### src/rtl/bit_shifter_pipelined_pkg.sv
// Shared constants, control bundle and helpers for the pipelined bit shifter.
// Imported by the stage module and the top level.
package bit_shifter_pipelined_pkg;

  localparam logic LEFT_SHIFT  = 1'b0;
  localparam logic RIGHT_SHIFT = 1'b1;

  typedef enum logic [1:0] {
    MODE_LOGICAL  = 2'b00,
    MODE_ARITH    = 2'b01,
    MODE_ROTATE   = 2'b10,
    MODE_RESERVED = 2'b11
  } mode_e;

  typedef struct packed {
    logic  dir;
    mode_e mode;
    logic  fill;
    logic  sat;
  } ctrl_t;

  function automatic int clog2(input int v);
    int r;
    r = 0;
    for (int i = 0; i < 31; i++) begin
      if ((1 << i) < v) r = i + 1;
    end
    return r;
  endfunction

endpackage

### src/rtl/bit_shifter_stage.sv
// One registered log-shifter stage: resolves BITS_PER_STAGE amount bits
// and holds its result while the downstream side is stalled.
module bit_shifter_stage
  import bit_shifter_pipelined_pkg::*;
#(
  parameter int TOTAL_WIDTH    = 32,
  parameter int BITS_PER_STAGE = 2,
  parameter int STAGE_INDEX    = 0,
  parameter int AMOUNT_BITS    = 5
) (
  input  logic                   clock,
  input  logic                   clear,
  input  logic                   up_valid,
  input  logic                   ready,
  input  logic [TOTAL_WIDTH-1:0] up_data,
  input  logic [AMOUNT_BITS-1:0] up_amount,
  input  ctrl_t                  up_ctrl,
  output logic                   valid,
  output logic [TOTAL_WIDTH-1:0] data,
  output logic [AMOUNT_BITS-1:0] amount,
  output ctrl_t                  ctrl
);

  localparam int LO = STAGE_INDEX * BITS_PER_STAGE;
  localparam int HI = LO + BITS_PER_STAGE;

  logic [TOTAL_WIDTH-1:0] shifted;

  function automatic logic [TOTAL_WIDTH-1:0] shift_by(
    input logic [TOTAL_WIDTH-1:0] d,
    input int                     s,
    input ctrl_t                  c
  );
    logic [TOTAL_WIDTH-1:0] ones;
    logic [TOTAL_WIDTH-1:0] r;
    logic                   rot;
    ones = '1;
    rot  = (c.mode == MODE_ROTATE);
    r    = d;
    unique case (1'b1)
      rot && c.dir:
        r = (d >> s) | (d << (TOTAL_WIDTH - s));
      rot && !c.dir:
        r = (d << s) | (d >> (TOTAL_WIDTH - s));
      !rot && c.dir:
        r = (d >> s) | (c.fill ? ~(ones >> s) : '0);
      default:
        r = d << s;
    endcase
    return r;
  endfunction

  always_comb begin
    shifted = up_data;
    for (int j = 0; j < AMOUNT_BITS; j++) begin
      if (j >= LO && j < HI && up_amount[j])
        shifted = shift_by(shifted, 1 << j, up_ctrl);
    end
  end

  // Loads only when this stage is free or its content moves on.
  always_ff @(posedge clock) begin
    if (clear) begin
      valid  <= 1'b0;
      data   <= '0;
      amount <= '0;
      ctrl   <= '0;
    end else if (ready) begin
      valid <= up_valid;
      if (up_valid) begin
        data   <= shifted;
        amount <= up_amount;
        ctrl   <= up_ctrl;
      end
    end
  end

endmodule

### src/rtl/bit_shifter_pipelined.sv
// Pipelined multi-word shifter: input decode, DEPTH log-shifter stages
// with valid/ready flow control, and the saturation output mux.
module bit_shifter_pipelined
  import bit_shifter_pipelined_pkg::*;
#(
  parameter int WORD_WIDTH     = 8,
  parameter int WORD_COUNT     = 4,
  parameter int BITS_PER_STAGE = 2
) (
  input  logic                              clock,
  input  logic                              clear,
  input  logic                              in_valid,
  output logic                              in_ready,
  input  logic [WORD_WIDTH*WORD_COUNT-1:0]  in_data,
  input  logic [WORD_WIDTH-1:0]             in_shift_amount,
  input  logic                              in_shift_direction,
  input  logic [1:0]                        in_shift_mode,
  output logic                              out_valid,
  input  logic                              out_ready,
  output logic [WORD_WIDTH*WORD_COUNT-1:0]  out_data,
  output logic                              out_saturated
);

  localparam int TOTAL_WIDTH = WORD_WIDTH * WORD_COUNT;
  localparam int AMOUNT_BITS = clog2(TOTAL_WIDTH);
  localparam int DEPTH =
    (AMOUNT_BITS + BITS_PER_STAGE - 1) / BITS_PER_STAGE;

  logic [DEPTH:0]         valid;
  logic [DEPTH:0]         ready;
  logic [TOTAL_WIDTH-1:0] data [DEPTH+1];
  logic [AMOUNT_BITS-1:0] amount [DEPTH+1];
  ctrl_t                  ctrl [DEPTH+1];
  mode_e                  mode;
  logic                   unused_amount;

  assign mode = mode_e'(in_shift_mode);

  assign valid[0]  = in_valid;
  assign data[0]   = in_data;
  assign amount[0] = in_shift_amount[AMOUNT_BITS-1:0];
  assign ctrl[0]   = '{
    dir:  in_shift_direction,
    mode: mode,
    fill: (in_shift_direction == RIGHT_SHIFT) &&
          (mode == MODE_ARITH) && in_data[TOTAL_WIDTH-1],
    sat:  (|(in_shift_amount >> AMOUNT_BITS)) &&
          (mode != MODE_ROTATE)
  };

  // ready[k] is the load enable of stage k; ready[DEPTH] is the sink.
  always_comb begin
    ready        = '0;
    ready[DEPTH] = out_ready;
    for (int k = DEPTH - 1; k >= 0; k--)
      ready[k] = !valid[k+1] || ready[k+1];
  end

  assign in_ready = ready[0];

  for (genvar k = 0; k < DEPTH; k++) begin : g_stage
    bit_shifter_stage #(
      .TOTAL_WIDTH    (TOTAL_WIDTH),
      .BITS_PER_STAGE (BITS_PER_STAGE),
      .STAGE_INDEX    (k),
      .AMOUNT_BITS    (AMOUNT_BITS)
    ) u_stage (
      .clock     (clock),
      .clear     (clear),
      .up_valid  (valid[k]),
      .ready     (ready[k]),
      .up_data   (data[k]),
      .up_amount (amount[k]),
      .up_ctrl   (ctrl[k]),
      .valid     (valid[k+1]),
      .data      (data[k+1]),
      .amount    (amount[k+1]),
      .ctrl      (ctrl[k+1])
    );
  end

  assign unused_amount = ^amount[DEPTH];

  assign out_valid     = valid[DEPTH];
  assign out_saturated = ctrl[DEPTH].sat;
  assign out_data      = ctrl[DEPTH].sat ?
                         {TOTAL_WIDTH{ctrl[DEPTH].fill}} :
                         data[DEPTH];

endmodule

### config.mk
export PLATFORM = sky130hd
export DESIGN_NAME = bit_shifter_pipelined
export DESIGN_NICKNAME = d
export VERILOG_FILES = /design/src/rtl/bit_shifter_pipelined_pkg.sv /design/src/rtl/bit_shifter_stage.sv /design/src/rtl/bit_shifter_pipelined.sv
export SDC_FILE = /design/constraint.sdc
export NUM_CORES = 1
export LEC_CHECK = 0
export CORE_UTILIZATION = 30
export DETAILED_ROUTE_END_ITERATION = 12
export PLACE_DENSITY = 0.56
export SLEW_MARGIN = 25
export SYNTH_ARGS = -nofsm -noshare
export SYNTH_HDL_FRONTEND = slang
export SYNTH_HIERARCHICAL = 1
export SYNTH_SLANG_ARGS = --single-unit
### constraint.sdc
create_clock -name clock -period 3.9 [get_ports clock]
set_input_delay 0.975 -clock clock [delete_from_list [all_inputs] [get_ports clock]]
set_output_delay 0.975 -clock clock [all_outputs]
set_load 0.02 [all_outputs]
# ---- Word level (Yosys, flattened, before mapping)
# Cells that the tools add are included.
dict set report classes {
  reduce_logical 29
  bitwise_logic 14
  eq_ne 5
  mux 16
}
# op n
set ops {}
lappend ops {{32-bit case mux with 3 select lines} 4}
lappend ops {{32-bit 2-to-1 mux} 11}
lappend ops {{16-bit by 32-bit bitwise OR with 32-bit output} 2}
lappend ops {{24-bit by 32-bit bitwise OR with 32-bit output} 2}
lappend ops {{28-bit by 32-bit bitwise OR with 32-bit output} 2}
lappend ops {{30-bit by 32-bit bitwise OR with 32-bit output} 2}
lappend ops {{31-bit by 32-bit bitwise OR with 32-bit output} 2}
lappend ops {{32-bit case mux with 2 select lines} 1}
lappend ops {{32-bit by 1-bit bitwise OR with 32-bit output} 1}
lappend ops {{32-bit by 2-bit bitwise OR with 32-bit output} 1}
lappend ops {{32-bit by 4-bit bitwise OR with 32-bit output} 1}
lappend ops {{32-bit by 8-bit bitwise OR with 32-bit output} 1}
lappend ops {{1-bit logical AND} 12}
lappend ops {{1-bit zero test} 9}
lappend ops {{2-bit == test (second input constant)} 3}
lappend ops {{2-bit AND reduction} 3}
lappend ops {{1-bit logical OR} 3}
lappend ops {{3-bit OR reduction} 1}
lappend ops {{2-bit by 1-bit == test with 1-bit output (second input constant)} 1}
lappend ops {{2-bit != test (second input constant)} 1}
lappend ops {{2-bit OR reduction} 1}
dict set report word_totals {
  word_cells 82
  output_inout_bits 35
  in_bits 47
  register_bits 121
}

# ---- Longest topological paths before layout
# Gate-level depths: netlist (run 1).
dict set report logic_depth {
  depth_word 10
  mapped_depth 7
  depth_no_buf 5
}

# ---- Modules after synthesis
# Netlist (run 1), hierarchy kept.
# module seq_area_each_um2 cells_per_inst instances area_each_um2
set modules_own_cells {}
lappend modules_own_cells {{bit_shifter_stage at g_stage[1].u_stage} 860.8 443 1 3399.5}
lappend modules_own_cells {{bit_shifter_stage at g_stage[0].u_stage} 860.8 366 1 3245.6}
lappend modules_own_cells {{bit_shifter_stage at g_stage[2].u_stage} 860.8 235 1 1999.4}
lappend modules_own_cells {bit_shifter_pipelined 0.0 79 1 500.5}

# ---- Worst setup path before layout (run 1)
# Ideal clock, no wire load.
dict set report synth_path {
  path_kind {input to register}
  from {input out_ready}
  to {register g_stage[0].u_stage.data[10]}
  path_slack_ns 1.572
  setup_ns 0.132
  path_buffers 3
  arrival_time_ns 2.196
  stages 7
  required_time_ns 3.768
  path_cell_list {nand4b_1 and2_1 clkbuf_1 buf_4 clkbuf_1 nor2_1 nor3_1}
}
dict set report synth_via {
  elab_chain_len 4
}
# item line_no
set synth_lines {}
lappend synth_lines {{start, declared} bit_shifter_pipelined.sv:19} ;# input logic out_ready,
lappend synth_lines {{1-bit logical OR (3 in a row)} bit_shifter_pipelined.sv:56} ;# ready[k] = !valid[k+1] || ready[k+1];
lappend synth_lines {{2-bit AND reduction (no source line)} -}
lappend synth_lines {{end signal, assigned} bit_shifter_stage.sv:71} ;# data <= shifted;
lappend synth_lines {{end, declared} bit_shifter_stage.sv:19} ;# output logic [TOTAL_WIDTH-1:0] data,
# No other way between the ends.
# A chain may end at the register's enable or synchronous reset.

# ---- Final worst setup path (run 1)
dict set report layout_path {
  from {input out_ready}
  to {output in_ready}
}
dict set report layout_via {
  elab_chain_len 3
}
# item line_no
set layout_lines {}
lappend layout_lines {{1-bit logical OR (3 in a row)} bit_shifter_pipelined.sv:56}
lappend layout_lines {{end, declared} bit_shifter_pipelined.sv:13} ;# output logic in_ready,
# No other way between the ends.

==> results.md, run 1 <==
* Status: finished clean
* Antenna Cells at 0
* DIE WIDTH at 172 um
* CP max stage cell: clkdlybuf4s50_1
* Post-Route WL at 26700 um
* Syn. warnings at 6
* Max Cap Violations at 0
* Clock buffer depth at 2
* R2r setup slk at 1.50 ns
* Setup WS post-layout at 0.590 ns
* Crit path to: in_ready
* CP startpoint: out_ready
* Hold Vio Cnt, Final at 0
* Area after DPL at 9550 um^2
* Clk_skew at 0.0103 ns
* Global-route usage over all layers at 0.185
* P_leak at 3.27 nW
* Mapped Area at 8700 um^2
* Vias per cell at 5.57
* Layout cells sized above 1 at 0.133
* Post-Place Setup Slack at 0.566 ns
* Worst-margin pin slew at 1.09 ns
* Worst-path fanout max at 4
* R2R depth at 5
* H-tree levels at 4
* Largest net degree at the start of global routing at 98
* First-pass GRT wire length at 42800 um
* Detail Placement HPWL at 18900 um
* Syn Nets at 1117
* Fmax at 302 MHz
* Tcrit/Tclk final at 0.849
* Via count at 8216
* Mean Syn Cell Area at 8.13 um^2
* PostCTS Resize Cnt at 0
* Clock tree sinks at 115
* Vias in the first global route at 7589
* Area grow syn2layout at 16.9%
* Core footprint at 28200 um^2
* CP Capture Type: primary output
* Height of the die at 172 um
* Worst EP arrival at 2.34 ns
* Die area at 29700 um^2
* Pwr Total at 0.00365 W
* Final Wtd Congestion at 0.865
* Period minus WS final at 3.31 ns
* R2r startpoint: g_stage[0].u_stage/ctrl[4]
* Fillers at 2934
* Fin. max-slew vios at 0
* WS Path Type: in -> out
* Post-Syn Instances at 1070
* Setup Total Neg Slack at 0 ns
* CTS clk-pin slew, worst paths at 0.05 ns
* Starting Density at 0.309
* WHS at 0.457 ns
* Crit-path cells: clkdlybuf4s50_1 > nand4b_1 > clkdlybuf4s50_1
* # setup viols final at 0
* Crit start category: primary input
* RSZ-0062 raised after global routing: no
* CP peak stage delay at 0.65 ns
* Clk_lat worst skew at 0.42 ns
* Net count, final at 1131
* CTS tree: done
* CTS Hold Buffers Added at 0
* Required @ worst endpoint at 2.92 ns
* Port buffer count at 81
* # IOs at 82
* Multi-input gate area at 5560 um^2
* Cts bufs inserted at 17
* Remaining DRCs at 0
* Initial antenna violation count at 1
* Post-CTS setup buffer count at 0
* DRT Pass-1 Iters at 6
* FP Rows at 61
* WL per Instance at 18.1 um
* Root Buffer Master: clkbuf_16
* Power per Cell Area at 358 nW/um^2
* Max-slew headroom at 0.269
* Post-route ant nets at 0
* Starting DRT DRC Count at 943
* Register area at 2310 um^2
* R2R Path End: g_stage[1].u_stage/data[19]
* Worst vdd ir at 0.000323 V
* Gr ovfl total at 0
* Hold Crit Class: reg -> reg
* Cell mode on critical path: clkdlybuf4s50_1
* Fin area at 10200 um^2
## power by group
| group | switching (W) | internal (W) |
|---|---|---|
| logic | 0.000341 | 0.000284 |
| registers | 0.000121 | 0.00124 |
| clock network | 0.000579 | 0.00108 |
| total | 0.00104 | 0.00260 |
## layout make-up
class | count | area share
Timing Repair Buffer | 111 | 0.103
Sequential cell | 115 | 0.227
Clock buffer | 19 | 0.0435
Clock inverter | 13 | 0.0180
Tap cell | 378 | 0.0465
Inverter | 42 | 0.0155
Multi-Input combinational cell | 797 | 0.547
## cell usage in the layout, fill, tap and decap left out, types with 5 or more instances in the layout
master / count
a311oi_1: 6
nand2b_1: 20
nand3_1: 8
nand2_1: 93
a21oi_1: 50
a2111oi_0: 8
a221oi_2: 10
nor2b_1: 14
clkbuf_16: 17
mux2i_1: 84
and2_1: 5
dfxtp_1: 112
a221oi_1: 6
o32ai_1: 5
inv_1: 42
a211oi_1: 92
mux4_2: 25
a311o_1: 6
buf_4: 31
nor2_1: 120
a31oi_1: 19
o22ai_1: 13
o211ai_1: 17
nor4_1: 6
clkdlybuf4s50_1: 77
nor3_1: 54
o21ai_0: 38
o21ai_2: 30
nand3b_1: 18
## metrics by stage
stage | std cells | utilization
after floorplan | 1070 | -
after global placement | 1443 | 0.339
after detailed placement | 1443 | 0.339
after CTS | 1475 | 0.361
after global routing | 1475 | 0.361
final | 1475 | 0.361
## how the worst min path moves through the flow
stage,start,endpoint,slack (ns),cells past startpoint
4_1_cts,g_stage[1].u_stage/ctrl[0],g_stage[2].u_stage/ctrl[0],0.46,2
5_1_grt,g_stage[1].u_stage/ctrl[0],g_stage[2].u_stage/ctrl[0],0.48,2
6_report,g_stage[1].u_stage/ctrl[3],g_stage[1].u_stage/ctrl[3],0.46,2
3_3_place_gp,g_stage[1].u_stage/ctrl[3],g_stage[1].u_stage/ctrl[3],0.45,2
3_5_place_dp,g_stage[1].u_stage/ctrl[3],g_stage[1].u_stage/ctrl[3],0.45,2
2_1_floorplan,g_stage[0].u_stage/ctrl[0],g_stage[1].u_stage/ctrl[0],0.43,2
## worst max-delay path, delay by kind of cell
| family | cells | cell delay (ns) |
|---|---|---|
| buffers and inverters | 2 | 1.13 |
| AND/OR/NAND/NOR | 1 | 0.22 |
## registers in the layout, indices dropped and copies added, names as in the netlist
name,count
g_stage.u_stage/ctrl,12
g_stage.u_stage/data,96
g_stage.u_stage/amount,4
g_stage.u_stage/valid,3
## metal layers
| layer | wire length [um] | GRT usage | vias up |
|---|---|---|---|
| met5 | 11 | 0 | - |
| met4 | 531 | 0.0662 | 2 |
| li1 | - | - | 4013 |
| met3 | 1060 | 0.0275 | 31 |
| met2 | 12100 | 0.288 | 222 |
| met1 | 13000 | 0.258 | 3948 |
Note: power is estimated with default switching activity, not from simulation.
==> run 2, diff against run 1 <==
clock period = 3.2 ns   (was 3.9 ns; I/O delays follow)
==> run 2 against run 1 <==
First-iteration DRC count is 4.2% lower. Flip-flop and latch count stayed put. Clock skew is 0.0010 ns lower. Sequential share of layout area is 0.14 points lower. Global-route usage is 0.053 points lower. Final area is 0.60% higher. Worst hold slack worse by 0.0065 ns. Critical path type is now reg -> out.
==> results.md, run 2 (synthesized netlist as in run 1, its figures left out) <==
* Status: finished clean
* R2R depth at 5 (unchanged)
* R2r startpoint: g_stage[0].u_stage/ctrl[4]
* Max-slew headroom at 0.453 (+0.184)
* R2R Path End: g_stage[1].u_stage/data[23]
* WL per Instance at 18.2 um (+0.72%)
* WHS at 0.450 ns (-0.00646 ns)
* Gr ovfl total at 0 (unchanged)
* R2r setup slk at 0.97 ns (-0.53 ns)
* Delay-heaviest family, CP: simple AND/OR/NAND/NOR gates
* CTS Hold Buffers Added at 0 (unchanged)
* Post-Place Setup Slack at 0.367 ns (-0.200 ns)
* Post-route ant nets at 0 (unchanged)
* Starting Density at 0.309 (unchanged)
* Largest registers: g_stage.u_stage/data: 96 flops, g_stage.u_stage/ctrl: 12 flops, g_stage.u_stage/amount: 4 flops
* FP Rows at 61 (unchanged)
* CTS clk-pin slew, worst paths at 0.06 ns (about the same)
* PostCTS Resize Cnt at 0 (unchanged)
* # setup viols final at 0 (unchanged)
* Largest net degree at the start of global routing at 65 (-34%)
* Global-route usage over all layers at 0.184 (-0.000526)
* RSZ-0062 raised after global routing: no
* Crit path to: out_data[31]
* CP peak stage delay at 0.60 ns (-0.05 ns)
* Worst-margin pin slew at 0.818 ns (-0.277 ns)
* Crit start category: flop
* Height of the die at 172 um (unchanged)
* # IOs at 82 (unchanged)
* Fin. max-slew vios at 0 (unchanged)
* Port buffer count at 81 (unchanged)
* H-tree levels at 4 (unchanged)
* Remaining DRCs at 0 (unchanged)
* Vias per cell at 5.57 (about the same)
* CTS tree: done
* Worst EP arrival at 2.13 ns (-0.21 ns)
* Via count at 8234 (+0.22%)
* WS Path Type: reg -> out
* CP max stage cell: nand2_2
* Hold Crit Class: reg -> reg
* Antenna Cells at 0 (unchanged)
* CP startpoint: g_stage[2].u_stage/ctrl[1]
* Area grow syn2layout at 17.6%
* Cts bufs inserted at 17 (unchanged)
* Commonest non-fill, non-tap cell in the layout: nor2_1
* Starting DRT DRC Count at 903 (-4.2%)
* Top reg by flops: g_stage.u_stage/data
* Net count, final at 1135 (+0.35%)
* Vias in the first global route at 7379 (-2.8%)
* Core footprint at 28200 um^2 (unchanged)
* Power per Cell Area at 437 nW/um^2 (+22%)
* Clock buffer depth at 2 (unchanged)
* Setup Total Neg Slack at 0 ns (unchanged)
* Fillers at 2929 (-0.17%)
* Tcrit/Tclk final at 0.915
* Post-Route WL at 26900 um (+0.92%)
* Max Cap Violations at 0 (unchanged)
* Setup WS post-layout at 0.273 ns (-0.317 ns)
* CP Capture Type: primary output
* Clock tree sinks at 115 (unchanged)
* DIE WIDTH at 172 um (unchanged)
* Worst path depth at 3 (unchanged)
* Max reg flops at 96 (unchanged)
* Fmax at 342 MHz
* WP buf/inv at 1 (-1)
* Hold Vio Cnt, Final at 0 (unchanged)
* First-pass GRT wire length at 42700 um (-0.31%)
* Initial antenna violation count at 0 (-1)
* Clk_skew at 0.00933 ns (-0.00100 ns)
* Final Wtd Congestion at 0.909 (+5.1%)
* Clk_lat worst skew at 0.42 ns (about the same)
* Crit-path cells: nand2_2 > o21ai_0 > clkdlybuf4s50_1
* Required @ worst endpoint at 2.40 ns (-0.52 ns)
* Layout cells sized above 1 at 0.135 (+0.00236)
* Detail Placement HPWL at 19100 um (+1.1%)
* Root Buffer Master: clkbuf_16
* Worst vdd ir at 0.000360 V (+12%)
* Period minus WS final at 2.93 ns
* P_leak at 3.31 nW (+1.4%)
* Post-CTS setup buffer count at 0 (unchanged)
* Die area at 29700 um^2 (unchanged)
* Worst-path fanout max at 32 (+28)
* Commonest non-fill, non-tap cells in the layout: 120 x nor2_1, 112 x dfxtp_1, 93 x nand2_1, 92 x a211oi_1, 84 x mux2i_1
* DRT Pass-1 Iters at 6 (unchanged)
[run 2: changes by cell type in the layout (fill, tap and decap cells not counted)]
cell,delta
buf_12,+2
buf_2,+1
buf_4,+1
clkbuf_8,+1
clkinv_2,-2
clkinv_4,+4
clkinvlp_4,-4
[run 2: where the power goes]
part	switching, W	internal [W]	total (W)
combinational	0.000434	0.000351	0.000785
sequential	0.000137	0.00151	0.00164
clock	0.000699	0.00135	0.00205
total	0.00127	0.00320	0.00448
[run 2: worst min-delay path by stage]
stage,startpoint,endpoint,slack (ns),cells past startpoint
CTS,g_stage[1].u_stage/ctrl[0],g_stage[2].u_stage/ctrl[0],0.46,2
global route,g_stage[1].u_stage/ctrl[0],g_stage[2].u_stage/ctrl[0],0.48,2
global placement,g_stage[1].u_stage/ctrl[0],g_stage[2].u_stage/ctrl[0],0.44,2
finish,g_stage[1].u_stage/ctrl[0],g_stage[2].u_stage/ctrl[0],0.45,2
detailed placement,g_stage[1].u_stage/ctrl[0],g_stage[2].u_stage/ctrl[0],0.45,2
floorplan,g_stage[0].u_stage/ctrl[0],g_stage[1].u_stage/ctrl[0],0.43,2
[run 2: through the flow]
stage,util,area [um^2],total power (W),cells
2_1_floorplan,-,8700,0.00218,1070
3_3_place_gp,0.341,9600,0.00244,1447
3_5_place_dp,0.341,9600,0.00245,1447
4_1_cts,0.363,10200,0.00449,1478
5_1_grt,0.363,10200,0.00465,1478
6_report,0.363,10200,0.00448,1478
[run 2: per-layer routing]
layer	share of wire	up-vias	track usage	wire (um)
met5	0	-	0	0
met4	0.021	0	0.0673	561
met3	0.054	40	0.0282	1460
met2	0.45	298	0.278	12100
met1	0.48	3882	0.263	12800
li1	-	4014	-	-
[run 2: tightest hold or removal path: cells and delay by family, from the launching register on]
| family | cells | cell delay, ns |
|---|---|---|
| DFF | 1 | 0.31 |
| and+or+nand+nor | 1 | 0.05 |
| AOI/OAI and AO/OA | 1 | 0.05 |
[run 2: final cells by class]
| class | instances | area (um^2) | share of cell area |
|---|---|---|---|
| Clock buffer | 20 | 457 | 0.0446 |
| Inverter | 42 | 158 | 0.0154 |
| Clock inverter | 11 | 178 | 0.0174 |
| Multi-Input combinational cell | 797 | 5560 | 0.543 |
| Tap cell | 378 | 473 | 0.0462 |
| Sequential cell | 115 | 2310 | 0.226 |
| Timing Repair Buffer | 115 | 1100 | 0.108 |
==> RTL change, RTL diff (config.mk and constraints of run 2) <==
Add an input register stage for `in_shift_mode`; this delays it by one clock. The other inputs are not delayed to match.
--- a/src/rtl/bit_shifter_pipelined.sv
+++ b/src/rtl/bit_shifter_pipelined.sv
@@ -27,4 +27,10 @@
     (AMOUNT_BITS + BITS_PER_STAGE - 1) / BITS_PER_STAGE;
 
+  logic [1:0] in_shift_mode_q;
+
+  always_ff @(posedge clock) begin
+    in_shift_mode_q <= in_shift_mode;
+  end
+
   logic [DEPTH:0]         valid;
   logic [DEPTH:0]         ready;
@@ -35,5 +41,5 @@
   logic                   unused_amount;
 
-  assign mode = mode_e'(in_shift_mode);
+  assign mode = mode_e'(in_shift_mode_q);
 
   assign valid[0]  = in_valid;
Formal check against the unedited RTL: not equivalent (a bounded check fails within 4 cycles, from zero or initial values).
==> RTL change against run 2 <==
Cell area grew 0.83%; first-iteration DRC count decreased by 15%; cell count grew 1.1%; routed wire length down 2.1%; worst setup slack worse by 48 ps; non-clock buffer count increased by 7; combinational power increased by 0.5%; total power shrank 0.60%; register-to-register slack better by 50 ps; sequential cell count increased by 2; area after synthesis up 0.46%; highest routed layer unchanged.
==> RTL change: results (changes against run 2) <==
| Metric | Value |
|---|---|
| Status | finished, final reports clean |
| Total placed instance area | 0.00970 mm² (+1.0%) |
| Worst hold-check slack | 467 ps (+16.4 ps) |
| Number of global-route vias before repair | 7342 (-0.50%) |
| Worst reg2reg setup slack | 1020 ps (+50 ps) |
| Worst setup skew after layout | 17.1 ps (+7.75 ps) |
| Hold wc startpoint | g_stage[1].u_stage/ctrl[3] |
| Static leakage | 3.35 nW (+1.1%) |
| Crit path arrival time | 2170 ps (+40 ps) |
| Largest net degree at the start of global routing | 62 (-4.6%) |
| Worst reg2reg endpoint | g_stage[1].u_stage/data[5] |
| Total global routing track utilization | 0.175 (-0.00955) |
| Synth Instances | 1072 (+0.19%) |
| Fraction of layout cells with a size suffix above 1 | 0.142 (+0.00689) |
| Total of cells resized after clock tree synthesis | 0 (unchanged) |
| End point of the worst hold path | g_stage[1].u_stage/ctrl[3] |
| Slew of the pin with the lowest slew margin | 828 ps (+9.71 ps) |
| Dpl cells | 1462 (+1.0%) |
| Half-perimeter wire length of the detailed placement result | 18900 µm (-0.88%) |
| Total wire length after detailed routing | 26400 µm (-2.1%) |
| Beginning of the worst register-to-register path | g_stage[0].u_stage/ctrl[4] |
| Number of detailed-route iterations in the first pass | 7 (+1) |
| Place WS | 295 ps (-71.5 ps) |
| DR WL/cell | 17.7 µm (-3.1%) |
| Worst reg-to-reg path cell count | 6 (+1) |
| Wire length of the first global-routing pass | 42100 µm (-1.2%) |
| Final period util | 0.930 (+0.0149) |
| First DRT Iteration DRCs | 767 (-15%) |
| RePlAce Congestion | 0.889 (-2.3%) |
| Via count | 8185 (-0.60%) |
[RTL change: cell count changes in the layout (fill, tap and decap cells not counted), sizes merged]
cell / delta
buf: +7
clkinv: -2
inv: +5
dfxtp: +2
bufinv: -1
clkinvlp: +2
clkbuf: -3
[RTL change: layout make-up]
| cell class | count | area, µm² |
|---|---|---|
| Fill cell | 3023 | 18400 |
| Multi-Input combinational cell | 797 | 5560 |
| Sequential cell | 117 | 2350 |
| Timing Repair Buffer | 122 | 1150 |
| Tap cell | 384 | 480 |
| Clock buffer | 17 | 425 |
| Clock inverter | 15 | 194 |
| Inverter | 42 | 158 |
[RTL change: layer usage]
| layer | up-vias | GRT usage | part of all wire |
|---|---|---|---|
| met3 | 18 | 0.0273 | 0.046 |
| met4 | 0 | 0.0435 | 0.0088 |
| met2 | 253 | 0.269 | 0.45 |
| met5 | - | 0 | 0 |
| met1 | 3880 | 0.254 | 0.49 |
| li1 | 4034 | - | - |
[RTL change: worst max path at each step]
stage / startpoint / end
floorplan: out_ready / g_stage[0].u_stage/data[10]
global placement: out_ready / in_ready
detailed placement: out_ready / in_ready
CTS: g_stage[2].u_stage/ctrl[1] / out_data[29]
global route: g_stage[2].u_stage/ctrl[1] / out_data[29]
finish: g_stage[2].u_stage/ctrl[1] / out_data[29]
[RTL change: power breakdown]
group | switching, mW | leakage [nW] | internal (mW)
registers | 0.135 | 0.961 | 1.53
logic | 0.433 | 2.09 | 0.356
clock network | 0.746 | 0.299 | 1.24
[RTL change: worst min-delay path: stages, from the launching register on]
cell	delay, ps
sky130_fd_sc_hd__dfxtp_1	310
sky130_fd_sc_hd__nand2_1	50
sky130_fd_sc_hd__a21oi_1	60
